File: src/rtl/fifo_pkg.sv
// Shared definitions for the synchronous FIFO and its read-side burst master.
package fifo_pkg;

  localparam int WIDTH_DEF = 8;
  localparam int DEPTH_DEF = 16;

  typedef enum logic [1:0] {
    ST_IDLE  = 2'd0,
    ST_BURST = 2'd1,
    ST_FLUSH = 2'd2
  } state_t;

  // Occupancy counters need one extra bit so that a full FIFO (count == DEPTH) is representable.
  function automatic int cnt_w(input int depth);
    return $clog2(depth) + 1;
  endfunction

endpackage

File: src/rtl/fifo_out_buf.sv
// Two-entry valid/ready buffer carrying {last, data}; a word arriving while empty passes straight through.
module fifo_out_buf
  import fifo_pkg::*;
#(
  parameter int WIDTH = WIDTH_DEF
) (
  input  logic             clk,
  input  logic             rst,
  input  logic             wr_valid,
  input  logic             wr_last,
  input  logic [WIDTH-1:0] wr_data,
  input  logic             rd_ready,
  output logic             rd_valid,
  output logic             rd_last,
  output logic [WIDTH-1:0] rd_data,
  output logic [1:0]       occ
);

  logic           v0, v1;
  logic [WIDTH:0] e0, e1;
  logic [WIDTH:0] wr_ent;
  logic           fire;

  assign wr_ent   = {wr_last, wr_data};
  assign rd_valid = v0 | wr_valid;
  assign {rd_last, rd_data} = v0 ? e0 : (wr_valid ? wr_ent : '0);
  assign fire     = rd_valid & rd_ready;
  assign occ      = {1'b0, v0} + {1'b0, v1};

  // e0 is always the head; e1 only fills when the head is stalled and another word lands.
  always_ff @(posedge clk) begin
    if (rst) begin
      v0 <= 1'b0;
      v1 <= 1'b0;
      e0 <= '0;
      e1 <= '0;
    end else begin
      case ({v1, v0})
        2'b00: begin
          if (wr_valid && !rd_ready) begin
            e0 <= wr_ent;
            v0 <= 1'b1;
          end
        end
        2'b01: begin
          if (fire) begin
            if (wr_valid) e0 <= wr_ent;
            else          v0 <= 1'b0;
          end else if (wr_valid) begin
            e1 <= wr_ent;
            v1 <= 1'b1;
          end
        end
        default: begin
          if (fire) begin
            e0 <= e1;
            if (wr_valid) e1 <= wr_ent;
            else          v1 <= 1'b0;
          end
        end
      endcase
    end
  end

endmodule

File: src/rtl/fifo_burst_reader.sv
// Read-side master for the synchronous FIFO: pops fixed or flush-length bursts into a valid/ready stream.
module fifo_burst_reader
  import fifo_pkg::*;
#(
  parameter  int WIDTH     = WIDTH_DEF,
  parameter  int DEPTH     = DEPTH_DEF,
  parameter  int BURST_LEN = 4,
  localparam int CNT_W     = cnt_w(DEPTH)
) (
  input  logic             clk,
  input  logic             rst,
  output logic             fifo_rd_en,
  input  logic [WIDTH-1:0] fifo_data_out,
  input  logic             fifo_empty,
  input  logic [CNT_W-1:0] fifo_count,
  input  logic             flush,
  output logic [WIDTH-1:0] m_data,
  output logic             m_valid,
  input  logic             m_ready,
  output logic             m_last,
  output logic             busy,
  output logic [15:0]      burst_done_cnt
);

  localparam logic [CNT_W-1:0] BURST_CNT = CNT_W'(BURST_LEN);
  localparam logic [CNT_W-1:0] ONE       = CNT_W'(1);

  state_t           state;
  logic [CNT_W-1:0] issue_left;
  logic [CNT_W-1:0] emit_left;
  logic             inflight_p1;
  logic             last_p1;
  logic [1:0]       occ;
  logic             pop_out;

  assign pop_out = m_valid & m_ready;
  assign busy    = (state != ST_IDLE);

  // Never let buffered + in-flight words exceed the two buffer slots.
  assign fifo_rd_en = !rst && (state != ST_IDLE) && (issue_left != '0) && !fifo_empty &&
                      (({1'b0, occ} + {2'b00, inflight_p1}) < (3'd2 + {2'b00, pop_out}));

  always_ff @(posedge clk) begin
    if (rst) begin
      state          <= ST_IDLE;
      issue_left     <= '0;
      emit_left      <= '0;
      inflight_p1    <= 1'b0;
      last_p1        <= 1'b0;
      burst_done_cnt <= '0;
    end else begin
      inflight_p1 <= fifo_rd_en;
      last_p1     <= fifo_rd_en && (issue_left == ONE);
      case (state)
        ST_IDLE: begin
          if (fifo_count >= BURST_CNT) begin
            state      <= ST_BURST;
            issue_left <= BURST_CNT;
            emit_left  <= BURST_CNT;
          end else if (flush && (fifo_count != '0)) begin
            state      <= ST_FLUSH;
            issue_left <= fifo_count;
            emit_left  <= fifo_count;
          end
        end
        default: begin
          if (fifo_rd_en) issue_left <= issue_left - ONE;
          if (pop_out)    emit_left  <= emit_left - ONE;
          if (pop_out && (emit_left == ONE)) begin
            state          <= ST_IDLE;
            burst_done_cnt <= burst_done_cnt + 16'd1;
          end
        end
      endcase
    end
  end

  // The word popped with issue_left == 1 is the burst's final word; its tag travels with the data.
  fifo_out_buf #(.WIDTH(WIDTH)) u_out_buf (
    .clk      (clk),
    .rst      (rst),
    .wr_valid (inflight_p1),
    .wr_last  (last_p1),
    .wr_data  (fifo_data_out),
    .rd_ready (m_ready),
    .rd_valid (m_valid),
    .rd_last  (m_last),
    .rd_data  (m_data),
    .occ      (occ)
  );

endmodule

File: config.mk
export PLATFORM = sky130hd
export DESIGN_NAME = fifo_burst_reader
export DESIGN_NICKNAME = d
export VERILOG_FILES = /design/src/rtl/fifo_pkg.sv /design/src/rtl/fifo_out_buf.sv /design/src/rtl/fifo_burst_reader.sv
export SDC_FILE = /design/constraint.sdc
export NUM_CORES = 1
export LEC_CHECK = 0
export BUFFER_PORTS_ARGS = -buffer_cell sky130_fd_sc_hd__clkbuf_2
export CAP_MARGIN = 0
export CORE_AREA = 10 10 62 114
export DETAILED_ROUTE_END_ITERATION = 8
export DIE_AREA = 0 0 72 124
export MAX_ROUTING_LAYER = met4
export PLACE_DENSITY = 0.75
export SETUP_SLACK_MARGIN = 0.3
export SLEW_MARGIN = 15
export SYNTH_ARGS = -nofsm -noshare
export SYNTH_HDL_FRONTEND = slang
export SYNTH_HIERARCHICAL = 1
export SYNTH_SLANG_ARGS = --single-unit
File: constraint.sdc
create_clock -name clk -period 5.8 [get_ports clk]
set_clock_uncertainty 0.05 [all_clocks]
set_input_delay 0.58 -clock clk [delete_from_list [all_inputs] [get_ports clk]]
set_output_delay 0.58 -clock clk [all_outputs]
set_load 0.1 [all_outputs]
==> results.json <==
{
  "track_usage_pct": 14.7,
  "drc": 0,
  "die_width_um": 72,
  "wire_per_inst_um": 14.8,
  "yosys.area.top_type_share_pct": 36.3,
  "io_pins": 46,
  "status": "finished, final reports clean",
  "die-area_um2": 8930,
  "placed_area_um2": 2990,
  "num_vias": 2369,
  "h-tree-depth": 2,
  "timing.final.crit_share_pct": 63.4,
  "grt_pass1_vias": 2352,
  "ys.flop_type": "dfxtp_1",
  "synth_edf_count": 0,
  "setup_viol": 0,
  "holdBufCountCts": 0,
  "critPathRequiredTime_ps": 5170,
  "grt_pass1_wl_um": 10700,
  "clock-root-buffer": "clkbuf_8",
  "port_buffers": 45,
  "yosysSeqAreaShare_pct": 36.3,
  "crit_type": "reg2out",
  "synth_seq_cells": 50,
  "final_cell_mix": "dfxtp_1 (50), clkbuf_2 (45), o21ai_0 (37), nand2_1 (29), a21oi_1 (25)",
  "syn_nets": 356,
  "synthCells": 327,
  "core_um2": 5180,
  "async_flop_share_pct": 0,
  "final-max-slew-violation-count": 0,
  "hold_viol_final": 0,
  "avgSynthCellArea_um2": 8.42,
  "placedCellCount": 413,
  "overflow": 0,
  "drv_cap": 0,
  "drive_gt1_share_pct": 24.0,
  "place_congestion": 0.823,
  "area_growth_pct": 11.9,
  "insertion_delay_ps": 290,
  "leakage_nw": 1.21,
  "grt_setup_unrepaired": "false",
  "hpwl_um": 4560,
  "antenna_cells": 0,
  "rows": 37,
  "finish.instance_area_um2": 3080,
  "multi_input_area_um2": 1650,
  "max_freq_mhz": 272,
  "wirelength_um": 6240,
  "p_per_area_nw_per_um2": 226,
  "cts_resized": 0,
  "grt_max_degree": 60,
  "final_common_cell": "dfxtp_1",
  "hold_path.class": "reg2reg",
  "yosysWarnings": 6,
  "vdd_drop_max_mv": 0.199,
  "final_nets": 391,
  "cts_tree": "yes",
  "clk_pin_slew_ps": 90,
  "synthTopCellsByArea": "dfxtp_1 (36%), o21ai_0 (6.7%), ha_1 (5.0%)",
  "post-cts-setup-buffers": 0,
  "clockBufferDepth": 2,
  "crit_fanout": 27,
  "layoutNonFillerInstCount": 421,
  "finalSetupTns_ps": 0,
  "cts_buffers": 5,
  "fill_cells": 512,
  "first_iter_violations": 175,
  "relSlewSlack_pct": 47.8,
  "yosys.area.top_type": "dfxtp_1",
  "crit_path_end_kind": "output pin",
  "ys_types": 52,
  "startpoint_type": "flip-flop",
  "cp.arrival_ps": 3050,
  "firstDrtPassIters": 4,
  "seqCellArea_um2": 1000,
  "mappedNetlistArea_um2": 2750,
  "ant_nets": 0,
  "fin_crit_ps": 3680,
  "dieHeight_um": 124,
  "antenna_found_initial": 0,
  "worst_slew_pin_slew_ps": 781,
  "cts_num_sinks": 50,
  "start_util_pct": 53.1,
  "viasPerCell": 5.63
}
## flip-flops by register name, indices dropped and copies added, names as in the netlist
| register | cells |
|---|---|
| emit_left | 5 |
| state | 2 |
| inflight_p1 | 1 |
| u_out_buf/v0 | 1 |
| u_out_buf/v1 | 1 |
| issue_left | 5 |
| u_out_buf/e0 | 9 |
| burst_done_cnt | 16 |
| last_p1 | 1 |
| u_out_buf/e1 | 9 |
## where the power goes
group / leakage (nW) / internal, mW / switching [mW]
Combinational: 0.757 / 0.0377 / 0.0868
Clock: 0.0482 / 0.0965 / 0.111
Sequential: 0.405 / 0.352 / 0.0114
## per-stage QoR
| stage | util [%] | worst slack (ps) | hold WS, ps | total power, mW |
|---|---|---|---|---|
| CTS | 59.4 | 2090 | 398 | 0.705 |
| floorplan | - | 2130 | 365 | 0.467 |
| detailed placement | 57.6 | 2420 | 386 | 0.496 |
| global route | 59.4 | 1890 | 441 | 0.730 |
| finish | 59.4 | 2120 | 400 | 0.696 |
| global placement | 57.6 | 2490 | 376 | 0.495 |
## critical path: stages, from the launching register on
cell and delay [ps]:
dfxtp_1 840, inv_1 100, ha_1 320, ha_1 180
ha_1 260, a22oi_1 310, and2_1 250, clkbuf_2 480
## routing by layer
metal,share of wire (%),GRT usage [%],up-vias
li1,-,-,1212
met1,40,15.1,1103
met2,55,26.9,48
met3,3.6,2.95,6
met4,1.4,4.74,0
met5,0,-,-
## cells by family (layout without fill, tap and decap cells)
group / after synthesis / after routing / synth area share [%]
compound gates: 80 / 80 / 17.3
xor+xnor: 17 / 17 / 5.41
fa+ha+maj: 11 / 11 / 5.00
buf+inv: 28 / 64 / 3.91
flops: 50 / 50 / 36.3
mux: 11 / 11 / 4.41
simple gates: 130 / 130 / 27.7
## layout make-up
cell class / count / area share (%)
Timing Repair Buffer: 46 / 7.55
Tap cell: 58 / 2.36
Sequential cell: 50 / 32.5
Clock buffer: 7 / 2.80
Multi-Input combinational cell: 249 / 53.4
Clock inverter: 1 / 0.162
Inverter: 10 / 1.22
## synth_stat cells (2+ instances only)
library cell and n:
mux2i_1 2, nand3_1 15, or3b_2 9, a31oi_1 3, inv_1 9, and4_1 2
a211oi_1 2, o21ai_0 37, nand3b_1 4, and3_1 3, clkbuf_1 15, xnor2_1 4
mux2_2 9, xor2_1 13, nand4_1 3, nor2b_1 10, nor3_1 4, nand2_1 29
buf_2 2, a21oi_1 25, ha_1 11, nor4_4 2, and2_1 4, or3_1 2
a22oi_1 2, dfxtp_1 50, nand2b_1 7, a21oi_2 3, nor2_1 23
## final timing paths
path	startpoint	to	slack (ps)	depth (start not counted)
max	u_out_buf/v0$_SDFFE_PP0P_	fifo_rd_en	2120	7
min	issue_left[4]$_SDFFE_PP0P_	issue_left[4]$_SDFFE_PP0P_	400	2
max reg2reg	u_out_buf/v0$_SDFFE_PP0P_	u_out_buf/e0[0]$_SDFFE_PP0P_	2990	5
min reg2reg	issue_left[4]$_SDFFE_PP0P_	issue_left[4]$_SDFFE_PP0P_	400	2
Note: power is estimated with default switching activity, not from simulation.
